<file path="src/rtl/shift_req_sequencer_if.sv">
// Request/result handshake bundle for the shift request sequencer.
// master = producer/consumer side, slave = sequencer side.
interface shift_req_sequencer_if;
  logic       in_valid;
  logic       in_ready;
  logic [7:0] in_data;
  logic [2:0] in_shift;
  logic       in_dir;
  logic       out_valid;
  logic       out_ready;
  logic [7:0] out_data;

  modport master (
    output in_valid, in_data, in_shift, in_dir, out_ready,
    input  in_ready, out_valid, out_data
  );

  modport slave (
    input  in_valid, in_data, in_shift, in_dir, out_ready,
    output in_ready, out_valid, out_data
  );
endinterface

</file>
<file path="src/rtl/shift_req_sequencer.sv">
// Request FIFO feeding an external combinational barrel shifter, with a
// registered valid/ready result stage behind it.
module shift_req_sequencer #(
  parameter int DEPTH = 4
) (
  input  logic                   clk,
  input  logic                   rst,
  shift_req_sequencer_if.slave   bus,
  output logic [7:0]             sh_data,
  output logic [2:0]             sh_shift,
  output logic                   sh_dir,
  input  logic [7:0]             sh_result,
  output logic [$clog2(DEPTH):0] fifo_count
);
  localparam int PW = $clog2(DEPTH);
  localparam int CW = PW + 1;

  typedef struct packed {
    logic [7:0] data;
    logic [2:0] shift;
    logic       dir;
  } req_t;

  req_t          mem_q [DEPTH];
  req_t          head;
  logic [PW-1:0] wr_ptr_q, wr_ptr_d, rd_ptr_q, rd_ptr_d;
  logic [CW-1:0] count_q, count_d;
  logic          out_valid_q, out_valid_d;
  logic [7:0]    out_data_q, out_data_d;
  logic          empty, push, load;

  // in_ready looks only at the count, so a full FIFO never takes a request
  // even in a cycle where the head pops.
  assign bus.in_ready  = (count_q != CW'(DEPTH));
  assign bus.out_valid = out_valid_q;
  assign bus.out_data  = out_data_q;
  assign fifo_count    = count_q;

  assign empty = (count_q == '0);
  assign push  = bus.in_valid && bus.in_ready;
  assign load  = !empty && (!out_valid_q || bus.out_ready);

  assign head     = mem_q[rd_ptr_q];
  assign sh_data  = empty ? 8'h00 : head.data;
  assign sh_shift = empty ? 3'd0  : head.shift;
  assign sh_dir   = empty ? 1'b0  : head.dir;

  always_comb begin
    wr_ptr_d    = push ? wr_ptr_q + PW'(1) : wr_ptr_q;
    rd_ptr_d    = load ? rd_ptr_q + PW'(1) : rd_ptr_q;
    count_d     = count_q;
    out_valid_d = out_valid_q;
    out_data_d  = out_data_q;
    case ({push, load})
      2'b10:   count_d = count_q + CW'(1);
      2'b01:   count_d = count_q - CW'(1);
      default: count_d = count_q;
    endcase
    if (load) begin
      out_valid_d = 1'b1;
      out_data_d  = sh_result;
    end else if (out_valid_q && bus.out_ready) begin
      out_valid_d = 1'b0;
    end
  end

  always_ff @(posedge clk) begin
    if (rst) begin
      wr_ptr_q    <= '0;
      rd_ptr_q    <= '0;
      count_q     <= '0;
      out_valid_q <= 1'b0;
      out_data_q  <= '0;
    end else begin
      wr_ptr_q    <= wr_ptr_d;
      rd_ptr_q    <= rd_ptr_d;
      count_q     <= count_d;
      out_valid_q <= out_valid_d;
      out_data_q  <= out_data_d;
    end
  end

  // Storage needs no reset: entries are only visible while counted.
  always_ff @(posedge clk) begin
    if (!rst && push) mem_q[wr_ptr_q] <= '{data: bus.in_data, shift: bus.in_shift, dir: bus.in_dir};
  end
endmodule

</file>
<file path="src/flat_wrapper.sv">
// flat-port wrapper written by rule: the top's interface ports become plain ports
module shift_req_sequencer_flat 
#(
  parameter int DEPTH = 4
)
  (clk, rst, sh_data, sh_shift, sh_dir, sh_result, fifo_count, bus_in_valid, bus_in_data, bus_in_shift, bus_in_dir, bus_out_ready, bus_in_ready, bus_out_valid, bus_out_data);
  shift_req_sequencer_if bus_i ();
  input  logic clk;
  input  logic rst;
  output logic [7:0] sh_data;
  output logic [2:0] sh_shift;
  output logic sh_dir;
  input  logic [7:0] sh_result;
  output logic [$clog2(DEPTH):0] fifo_count;
  input wire logic [$bits(bus_i.in_valid)-1:0] bus_in_valid;
  input wire logic [$bits(bus_i.in_data)-1:0] bus_in_data;
  input wire logic [$bits(bus_i.in_shift)-1:0] bus_in_shift;
  input wire logic [$bits(bus_i.in_dir)-1:0] bus_in_dir;
  input wire logic [$bits(bus_i.out_ready)-1:0] bus_out_ready;
  output wire logic [$bits(bus_i.in_ready)-1:0] bus_in_ready;
  output wire logic [$bits(bus_i.out_valid)-1:0] bus_out_valid;
  output wire logic [$bits(bus_i.out_data)-1:0] bus_out_data;
  assign bus_i.in_valid = bus_in_valid;
  assign bus_i.in_data = bus_in_data;
  assign bus_i.in_shift = bus_in_shift;
  assign bus_i.in_dir = bus_in_dir;
  assign bus_i.out_ready = bus_out_ready;
  assign bus_in_ready = bus_i.in_ready;
  assign bus_out_valid = bus_i.out_valid;
  assign bus_out_data = bus_i.out_data;
  shift_req_sequencer #(.DEPTH(DEPTH)) u_core (.clk(clk), .rst(rst), .bus(bus_i), .sh_data(sh_data), .sh_shift(sh_shift), .sh_dir(sh_dir), .sh_result(sh_result), .fifo_count(fifo_count));
endmodule
</file>
<file path="config.mk">
export PLATFORM = sky130hd
export DESIGN_NAME = shift_req_sequencer_flat
export DESIGN_NICKNAME = d
export VERILOG_FILES = /design/src/rtl/shift_req_sequencer_if.sv /design/src/rtl/shift_req_sequencer.sv /design/src/flat_wrapper.sv
export SDC_FILE = /design/constraint.sdc
export NUM_CORES = 1
export LEC_CHECK = 0
export ABC_AREA = 1
export CAP_MARGIN = 5
export CORE_MARGIN = 1.5
export CORE_UTILIZATION = 52
export DETAILED_ROUTE_END_ITERATION = 6
export HOLD_SLACK_MARGIN = 0.06
export PLACE_DENSITY_LB_ADDON = 0.25
export SLEW_MARGIN = 30
export SYNTH_ARGS = -nofsm -noshare
export SYNTH_HDL_FRONTEND = slang
export SYNTH_SLANG_ARGS = --single-unit
export TNS_END_PERCENT = 1
</file>
<file path="constraint.sdc">
create_clock -name clk -period 2.23 [get_ports clk]
set_input_delay 0.669 -clock clk [delete_from_list [all_inputs] [get_ports clk]]
set_output_delay 0.669 -clock clk [all_outputs]
set_load 0.01 [all_outputs]
</file>
=== After elaboration in Yosys (flattened, before gate mapping) ===
Memories as Yosys holds them, arrays and structs flattened. A register that Yosys moved wholly into a read port is not among the register bits.
Cells that the tools add are included.

* Bits of input ports: 24
* Flip-flop bits (word level): 16
* Output and inout bits: 25
* Memory bits (writable): 48
* Memories kept: 1
* Word-level logic and storage cells: 34

{| class="wikitable"
|+ Memory list
! name !! words !! bits a word !! rd ports !! clocked after Yosys merged registers in !! wr ports !! line !! source
|-
| u_core.mem_q || 4 || 12 || 1 || 1 || 1 || shift_req_sequencer.sv:24 || <nowiki>req_t mem_q [DEPTH];</nowiki>
|}

* Reduce and logical (&&, ||, !) cells: 11
* Mux-type cells: 10
* Equal/unequal tests: 3
* Add/subtract/negate cells: 4

{| class="wikitable"
|+ Operators by type and width
! kind !! number
|-
| 2-to-1 mux 8 bit || 1
|-
| case mux 3 bit (2 select lines) || 1
|-
| 2-to-1 mux 1 bit || 5
|-
| adder 2 x 1 -> 2 bit, second input constant || 2
|-
| logical AND 1 bit || 4
|-
| 2-to-1 mux 2 bit || 2
|-
| nonzero test 2 bit || 2
|-
| adder 3 x 1 -> 3 bit, second input constant || 1
|-
| zero test 1 bit || 3
|-
| zero test 3 bit || 1
|-
| 2-to-1 mux 3 bit || 1
|-
| inequality test 3 bit, second input constant || 1
|-
| subtractor 3 x 1 -> 3 bit, second input constant || 1
|-
| equality test 2 x 1 -> 1 bit, second input constant || 1
|-
| equality test 2 bit, second input constant || 1
|-
| logical OR 1 bit || 1
|}

=== Logic depth before layout (Yosys ltp) ===
Gate-level depths: netlist of run 1.

* Depth after elaboration: 5
* Mapped depth: 13
* Gate-level depth less buffers: 13

=== Worst setup path before layout of run 1 ===
No wires, ideal clock.

* Path type: input-to-reg
* Start: input port bus_out_ready
* End: register u_core.count_q[2], in the netlist u_core.fifo_count[2]
* Buffers on the path: 0
* Data required time: 2117 ps
* Stages: 13
* Arrival time: 1852 ps
* Path slack: 265 ps
* Path through: inv_1 -> nand2_1 -> nand2_2 -> inv_2 -> ha_1 -> inv_1 -> fa_1 -> inv_1 -> nand2_1 -> nand3_1 -> nand2_1 -> nand2_1 -> nor2_1

* Word-level cells in the longest chain between the ends: 4
* Elaborated cells between the ends (all ways): 6

{| class="wikitable"
|+ RTL lines
! element !! line !! source
|-
| from (decl) || flat_wrapper.sv:19 || <nowiki>input wire logic [$bits(bus_i.out_ready)-1:0] bus_out_ready;</nowiki>
|-
| logical OR 1 bit * || shift_req_sequencer.sv:41 || <nowiki>assign load = !empty && (!out_valid_q || bus.out_ready);</nowiki>
|-
| logical AND 1 bit * || shift_req_sequencer.sv:41 ||
|-
| net u_core.load || shift_req_sequencer.sv:30 || <nowiki>logic empty, push, load;</nowiki>
|-
| equality test 2 x 1 -> 1 bit / equality test 2 bit (equally long branches) || shift_req_sequencer.sv:54 || <nowiki>case ({push, load})</nowiki>
|-
| case mux 3 bit (2 select lines) / nonzero test 2 bit (equally long branches) || n/a ||
|-
| to (signal assigned) || shift_req_sequencer.sv:77 || <nowiki>count_q <= count_d;</nowiki>
|-
| to (decl) || shift_req_sequencer.sv:27 || <nowiki>logic [CW-1:0] count_q, count_d;</nowiki>
|}

The timed path passes the listed nets; every way through them passes the cells marked *.
A chain may end at the register's enable or synchronous reset.

==> reports/results.tsv, run 1 <==
metric	value	unit
path_max_fanout	13	
clk_pin_slew	70	ps
rrSetupSlack	360	ps
crit_path_top_delay_cell	dfxtp_4	
cts_hold_buf	0	
drc	0	
cts_buffers	9	
nets	365	
wirelength	5350	µm
maxSlewHeadroom	86.3	%
antenna_found_initial	0	
synth_warnings	0	
nFillCells	410	
fp.dieH	76.1	µm
synthTopCellsByArea	edfxtp_1 (52%), dfxtp_1 (13%), nor2_1 (10%), nand2_1 (3.1%), a21oi_1 (2.7%)	
diodes	0	
grt_pass1_wl	9220	µm
startpoint_type	flop	
cap_violations	0	
rsz0062_at_grt	yes	
place_ws	-185	ps
cts_root_buf	clkbuf_8	
wl_per_cell	13.0	µm
power_leakage	1.44	nW
synth_top_area_share	51.9	%
cts_tree	done	
setup_violations	0	
syn_inst	264	
place_hpwl	3390	µm
track_usage	20.7	%
synthFlopType	edfxtp_1	
drive_gt1_share	18.5	%
finalPower	0.00451	W
core-area	0.00514	mm²
criticalPathCategory	flop to primary output	
firstDrtPassIters	4	
fin_crit_sh	97.5	%
dr.first_iter.drc_count	151	
max_stage_delay	390	ps
async_reset_ff_share	0	%
finalNonFillerCells	410	
synth_edf_count	48	
insertion_delay	330	ps
synth.most_common_cell	nor2_1	
synth_nets	294	
period_needed	2170	ps
synth.avg_cell_area	10.5	µm²
arrival	1510	ps
ant_nets	0	
syn-cell-area	0.00278	mm²
path_cells	buf_12 -> nor2_1 -> nor2_1 -> o21ai_2 -> a21oi_1 -> clkdlybuf4s15_1	
dp_cells	392	
grt_pass1_vias	2077	
crit_required	1560	ps
slew_viol_final	0	
vias	2024	
setup_ws	55.2	ps
grt_overflow	0	
syn_to_final_growth	31.1	%
peakVddDrop	0.822	mV
critPathCaptureType	primary output	
grt_max_degree	19	
outcome	complete, no violations	
start_util	54.0	%
synth-seq-cells	66	
cts.path.max_buffers	2	
die_area	0.00579	mm²
clock_skew	5.84	ps
placementRows	26	
ys_seq_area_share	64.9	%
min_path_type	flop to flop	
fmax	0.460	GHz
port_buffers	48	
yosysTopAreaCell	edfxtp_1	
die-width	76.1	µm
viasPerCell	4.94	
power.density	1240	mW/mm²
ys_types	22	
timing.hold.ws	489	ps
worst_pin_slew	204	ps
crit_top_cell	nor2_1	
htreeDepth	3	
gp_congestion	0.736	
hold_viol	0	
synth_commonest_cells	nor2_1 (77), edfxtp_1 (48), nand2_1 (23)	
boundaryPins	49	
cts.sinks	66	
layer usage:
metal,vias to the layer above,track usage [%],wire [µm]
met4,0,11.1,90
li1,1014,-,-
met2,64,34.9,2630
met1,938,25.4,2290
met3,8,3.59,345
met5,-,0,0
area by class of cell:
cell class | count | area [µm²] | area share [%]
Tap cell | 70 | 87.6 | 2.41
Clock buffer | 14 | 174 | 4.78
Timing Repair Buffer | 71 | 659 | 18.1
Clock inverter | 2 | 10.0 | 0.275
Multi-Input combinational cell | 165 | 813 | 22.3
Inverter | 22 | 88.8 | 2.44
Sequential cell | 66 | 1810 | 49.6
worst max-delay path, delay by kind of cell, from the launching register on:
| kind | cells | cell delay, ps |
|---|---|---|
| AO/OA/AOI/OAI | 2 | 210 |
| buffers and inverters | 2 | 400 |
| AND/OR/NAND/NOR | 2 | 170 |
| flip-flops | 1 | 390 |
cells by family after synthesis:
group | share of synthesized area [%]
compound gates | 7.80
flops | 64.9
fa+ha+maj | 2.97
simple gates | 18.1
buf+inv | 6.22
placed cells by master (no fill, tap or decap), drive strengths merged:
cell type       n
a21boi          1
clkbuf         17
buf            31
clkdlybuf4s15   1
nand2          26
nand3           4
a21oi          15
ha              5
inv            21
nand3b          9
o21ai          26
fa              1
dfxtp          18
clkinv          2
clkdlybuf4s50  36
edfxtp         48
nor2           78
clkinvlp        1
through the flow:
stage | cell area, µm² | util [%] | TNS [ps]
floorplan | 2780 | - | 0
global placement | 3450 | 67.2 | -128
detailed placement | 3450 | 67.2 | -255
CTS | 3670 | 71.4 | -59.3
global route | 3640 | 70.8 | -110
finish | 3640 | 70.8 | 0
flip-flops by register name, indices dropped and copies added, names as in the netlist, named ones only:
signal,count
u_core.rd_ptr_q,2
u_core.bus.out_data,8
u_core.fifo_count,3
u_core.wr_ptr_q,2
u_core.mem_q,48
u_core.bus.out_valid,1
worst paths after layout:
kind | start | to | depth (start not counted)
worst max-delay path | flop | sh_data[4] | 6
worst min-delay path | u_core.bus.out_data[1]$_SDFFE_PP0N_ | u_core.bus.out_data[1]$_SDFFE_PP0N_ | 2
worst max register to register | u_core.fifo_count[1]$_SDFFE_PP0P_ | u_core.fifo_count[2]$_SDFFE_PP0P_ | 14
worst min register to register | u_core.bus.out_data[1]$_SDFFE_PP0N_ | u_core.bus.out_data[1]$_SDFFE_PP0N_ | 2
where the power goes:
group | total [W] | switching [W] | internal [W]
clock | 0.000909 | 0.000410 | 0.000499
sequential | 0.00164 | 0.000126 | 0.00152
combinational | 0.00196 | 0.00105 | 0.000917
total | 0.00451 | 0.00158 | 0.00293
what timing repair did:
action,4_1_cts,5_1_grt
buffers inserted,1,0
endpoints found under the setup margin,12,11
gates cloned,1,0
pin swaps,0,4
resized for setup,39,19
Power figures use the tool's default switching activity.
==> inputs of run 2 (changes only) <==
Settings changed: ABC_CLOCK_PERIOD_IN_PS set to 1750, CORE_UTILIZATION 52 to 47.
Clock period 2.23 ns to 1.75 ns, I/O delays scaled along.
==> run 2 against run 1 <==
  * The run now ends with negative setup slack left
  * Non-clock buffer count increased by 13
  * First-iteration DRC count up 7.3%
  * Clock skew rose by 3.8 ps
  * Routed wire length up 11%
  * Clock power rose by 84%
  * Die area up 10%
  * Register-to-register slack got worse by 420 ps
  * Core utilization fell by 1.6 points
  * Sequential power increased by 26%
  * Sequential cell count stayed put
  * Critical path depth rose by 1
  * Global-route usage is 0.42 points lower
  * Largest power group unchanged
  * Highest routed layer unchanged
==> reports/results.tsv, run 2 (synthesis results as in run 1) <==
metric	value	unit	change
maxSlewHeadroom	85.4	%	-0.97 points
place_hpwl	3820	µm	+13%
peakVddDrop	0.981	mV	+19%
crit_required	1220	ps	-340 ps
path_max_fanout	7		-6
criticalPathCategory	flop to primary output		
wl_met1	2520	µm	+10%
final_common_cell	nor2_1		
fmax	0.491	GHz	
setup_ws	-288	ps	-343 ps
port_buffers	48		unchanged
antenna_found_initial	0		unchanged
grt_pass1_vias	2068		-0.43%
top_register	u_core.mem_q		
drive_gt1_share	24.1	%	+5.5 points
placementRows	27		+3.8%
syn_to_final_growth	39.9	%	
r2r-end	u_core.fifo_count[2]$_SDFFE_PP0P_		
cts.sinks	66		unchanged
met3WireLength	367	µm	+6.4%
setup_tns	-2470	ps	-2470 ps
htreeDepth	3		unchanged
setup_violations	13		+13
diodes	0		unchanged
cap_violations	0		unchanged
wirelength	5910	µm	+11%
seqPwrFrac	31.6	%	-4.8 points
core-area	0.00561	mm²	+9.1%
switching_power	0.00220	W	+39%
final_area	0.00388	mm²	+6.7%
viasPerCell	4.98		+0.90%
ant_nets	0		unchanged
rsz0062_at_grt	yes		
rrSetupSlack	-60	ps	-420 ps
fin_crit_sh	116	%	
cts_buffers	9		unchanged
period_needed	2040	ps	
power_leakage	1.66	nW	+15%
cts_hold_buf	0		unchanged
cts_root_buf	clkbuf_8		
cts.path.max_buffers	2		unchanged
die-width	79.9	µm	+5.0%
outcome	finished, violations left		
crit_path_end	sh_data[3]		
min_path_type	flop to flop		
power.density	1690	mW/mm²	+36%
critPathCaptureType	primary output		
nFillCells	444		+8.3%
slew_viol_final	0		unchanged
largest_reg_flops	48		unchanged
vias	2117		+4.6%
start_util	49.5	%	-4.5 points
p_clk_share	25.5	%	+5.4 points
top_layer	met4		
placed_area	0.00359	mm²	+3.9%
startpoint_type	flop		
grt_max_degree	16		-3
finish.utilization	69.3	%	-1.6 points
layout_common_cells	nor2_1 (74), edfxtp_1 (48), buf_4 (29), nand2_1 (22), clkdlybuf4s50_1 (21)		
fp.dieH	79.9	µm	+5.0%
boundaryPins	49		unchanged
place_ws	-463	ps	-278 ps
dr.first_iter.drc_count	162		+7.3%
hold_viol	0		unchanged
r2r_start	u_core.fifo_count[2]$_SDFFE_PP0P_		
holdCritStartpoint	u_core.bus.out_data[1]$_SDFFE_PP0N_		
dr_wl_met2	2930	µm	+11%
worst_pin_slew	217	ps	+13.1 ps
insertion_delay	340	ps	about the same
clock_skew	9.65	ps	+3.80 ps
grt_overflow	0		unchanged
die_area	0.00638	mm²	+10%
track_usage	20.2	%	-0.42 points
clk_pin_slew	70	ps	about the same
cell_internal_pwr	0.00437	W	+49%
drc	0		unchanged
pwr-share-comb	42.9	%	-0.6 points
swShare	33.5	%	-1.6 points
grt_pass1_wl	9490	µm	+2.9%
wl_per_cell	13.9	µm	+6.6%
arrival	1510	ps	about the same
firstDrtPassIters	5		+1
gp_congestion	0.781		+6.2%
reg2regPathDepth	12		-2
cts_tree	done		
nets	378		+3.6%
violations	negative setup slack		
[run 2: cell types whose count changed in the layout (fill, tap and decap cells not counted), moves of 4 or more]
cell	previous run	this run
buf_2	8	12
buf_4	18	29
bufinv_16	0	4
clkdlybuf4s50_1	36	21
dlygate4sd2_1	0	9
dlymetal6s2s_1	0	5
[run 2: critical path: stages, from the launching register on]
cell     delay [ps]
dfxtp_4         380
buf_12          140
buf_12          120
nor2_1           40
nor2_1           70
o21ai_1          70
a21oi_1         190
buf_2           170
[run 2: worst min path at each step]
stage	cells past startpoint	slack, ps	to
floorplan	2	460	flop
global placement	2	470	u_core.bus.out_data[7]$_SDFFE_PP0N_
detailed placement	2	480	u_core.bus.out_data[2]$_SDFFE_PP0N_
CTS	2	490	u_core.bus.out_data[2]$_SDFFE_PP0N_
global route	2	510	u_core.bus.out_data[0]$_SDFFE_PP0N_
finish	2	480	u_core.bus.out_data[1]$_SDFFE_PP0N_
[run 2: area by class of cell]
type                            count  area, µm²  share of cell area (%)
Sequential cell                    66       1810                    46.6
Multi-Input combinational cell    165        846                    21.8
Timing Repair Buffer               84        782                    20.1
Clock inverter                      7        141                    3.64
Clock buffer                        9        124                    3.19
Inverter                           22       92.6                    2.38
Tap cell                           72       90.1                    2.32
[run 2: power by group through the flow]
| stage | combinational, W | sequential [W] | clock [W] |
|---|---|---|---|
| floorplan | 0.00139 | 0.00214 | 0 |
| global placement | 0.00279 | 0.00208 | 0 |
| detailed placement | 0.00284 | 0.00209 | 0 |
| CTS | 0.00280 | 0.00208 | 0.00169 |
| global route | 0.00308 | 0.00209 | 0.00176 |
| finish | 0.00282 | 0.00207 | 0.00167 |
[run 2: timing repair]
| action | CTS | global route |
|---|---|---|
| pin swaps | 5 | 9 |
| hold endpoints to repair | 0 | 0 |
| endpoints found under the setup margin | 56 | 19 |
| setup buffers | 1 | 0 |
| gates resized for setup | 71 | 14 |
| gates cloned | 1 | 0 |
[run 2: per-stage QoR]
stage	total power [W]	cells	hold slack, ps
global route	0.00694	425	511
global placement	0.00487	407	466
floorplan	0.00353	264	459
detailed placement	0.00493	407	478
finish	0.00656	425	481
CTS	0.00656	425	489
[run 2: routing by layer]
layer | global-route usage, % | vias up
met4 | 7.76 | 0
li1 | - | 1044
met2 | 34.3 | 63
met5 | 0 | -
met1 | 23.8 | 998
met3 | 6.74 | 12
==> inputs of run 3 (changes only) <==
Settings changed: ABC_CLOCK_PERIOD_IN_PS 1750 to 2200, CORE_UTILIZATION 47 to 52.
Clock period 1.75 ns to 2.2 ns, I/O delays scaled along.
==> run 3 against run 2 <==
  * Critical path type unchanged
  * Die area down 9.3%
  * Sequential cell count unchanged
  * Clock skew down 0.52 ps
  * Non-clock buffer count down 11
  * The flow now finishes without violations
  * Power down 31%
  * Largest cell class unchanged
  * Count of clock-buffer cells in the layout up 2
==> reports/results.tsv, run 3 (synthesis results as in run 1) <==
metric	value	unit	change
outcome	complete, no violations		
wirelength	5310	µm	-10%
clk_pin_slew	70	ps	about the same
port_buffers	48		unchanged
critPathCaptureType	primary output		
peakVddDrop	0.705	mV	-28%
cts.sinks	66		unchanged
firstDrtPassIters	4		-1
grt_max_degree	19		+3
cap_violations	0		unchanged
nFillCells	409		-7.9%
top_register	u_core.mem_q		
fp.dieH	76.1	µm	-4.7%
startpoint_type	flop		
gp_congestion	0.738		-5.5%
final_common_cell	nor2_1		
diodes	0		unchanged
die_area	0.00579	mm²	-9.3%
slew_viol_final	0		unchanged
setup_tns	0	ps	+2470 ps
largest_reg_flops	48		unchanged
viasPerCell	4.97		-0.26%
nets	367		-2.9%
die-width	76.1	µm	-4.7%
fmax	0.467	GHz	
dp_cells	393		-3.4%
place_hpwl	3410	µm	-11%
power.density	1250	mW/mm²	-26%
layout_common_cells	nor2_1 (77), edfxtp_1 (48), clkdlybuf4s50_1 (35), nand2_1 (23), buf_4 (21)		
grt_overflow	0		unchanged
core-area	0.00514	mm²	-8.3%
hold_viol	0		unchanged
finalNonFillerCells	412		-3.1%
setup_ws	60.8	ps	+349 ps
path_max_fanout	18		+11
boundaryPins	49		unchanged
cts_tree	done		
criticalPathCategory	flop to primary output		
arrival	1480	ps	-30 ps
min_path_type	flop to flop		
vias	2047		-3.3%
cts.path.max_buffers	2		unchanged
power_leakage	1.45	nW	-13%
grt_pass1_wl	8850	µm	-6.7%
ant_nets	0		unchanged
fin_crit_sh	97.2	%	
grt_pass1_vias	1920		-7.2%
period_needed	2140	ps	
htreeDepth	3		unchanged
timing.hold.ws	486	ps	+4.62 ps
setup_violations	0		-13
syn_to_final_growth	30.6	%	
insertion_delay	340	ps	about the same
place_ws	-208	ps	+255 ps
start_util	54.0	%	+4.5 points
worst_pin_slew	201	ps	-16.1 ps
drc	0		unchanged
drive_gt1_share	18.7	%	-5.4 points
cts_root_buf	clkbuf_8		
track_usage	20.2	%	-0.053 points
clock_skew	9.12	ps	-0.525 ps
placementRows	26		-3.7%
antenna_found_initial	0		unchanged
finalPower	0.00452	W	-31%
cts_buffers	9		unchanged
wl_per_cell	12.9	µm	-7.5%
cts_hold_buf	0		unchanged
rsz0062_at_grt	yes		
dr.first_iter.drc_count	150		-7.4%
maxSlewHeadroom	86.5	%	+1.2 points
crit_required	1540	ps	+320 ps
[run 3: cell count changes in the layout (fill, tap and decap cells not counted), moves of 3 or more]
| cell | before | now |
|---|---|---|
| nor2_1 | 74 | 77 |
| dlymetal6s2s_1 | 5 | 0 |
| buf_4 | 29 | 21 |
| clkinv_2 | 0 | 3 |
| clkdlybuf4s50_1 | 21 | 35 |
| buf_12 | 6 | 3 |
| dlygate4sd2_1 | 9 | 1 |
| bufinv_16 | 4 | 0 |
[run 3: worst paths after layout]
| check | startpoint | to | slack, ps | depth (start not counted) |
|---|---|---|---|---|
| worst min-delay path | u_core.bus.out_data[4]$_SDFFE_PP0N_ | u_core.bus.out_data[4]$_SDFFE_PP0N_ | 490 | 2 |
| worst max register to register | u_core.fifo_count[0]$_SDFFE_PP0P_ | u_core.fifo_count[2]$_SDFFE_PP0P_ | 370 | 14 |
| worst max-delay path | flop | sh_data[7] | 60 | 6 |
| worst min register to register | u_core.bus.out_data[4]$_SDFFE_PP0N_ | u_core.bus.out_data[4]$_SDFFE_PP0N_ | 490 | 2 |
[run 3: report_power, final]
part	switching, W	internal (W)
Combinational	0.00105	0.000946
Clock	0.000433	0.000434
Sequential	0.000119	0.00154
Total	0.00160	0.00292
[run 3: worst max-delay path, cell delays in order, from the launching register on]
cell and delay [ps]:
dfxtp_4 360, buf_12 150, inv_4 70, buf_12 140
o21ai_0 90, a21oi_1 160, buf_2 160
[run 3: layer usage]
layer	up-vias	track usage [%]	part of all wire, %
met5	-	0	0
met4	0	11.1	2.2
met3	10	4.55	6.0
met2	64	33.8	48
met1	955	24.3	44
li1	1018	-	-
[run 3: area by class of cell]
type	instances	area, µm²	area share, %
sequential	66	1810	49.8
multi-input combinational	165	802	22.1
timing repair buffer	73	669	18.5
clock buffer	11	141	3.90
inverter	22	88.8	2.45
tap	70	87.6	2.42
clock inverter	5	28.8	0.794
[run 3: what timing repair did]
action / 4_1_cts / 5_1_grt
gates resized for setup: 50 / 4
endpoints found under the hold margin: 0 / 0
buffers inserted: 2 / 0
gates cloned: 1 / 0
endpoints found under the setup margin: 13 / 11
pin swaps: 1 / 3
[run 3: through the flow]
step | instance area (µm²) | utilization, %
after detailed placement | 3460 | 67.3
after CTS | 3640 | 70.9
after floorplan | 2780 | -
after global routing | 3620 | 70.5
final | 3620 | 70.5
after global placement | 3460 | 67.3
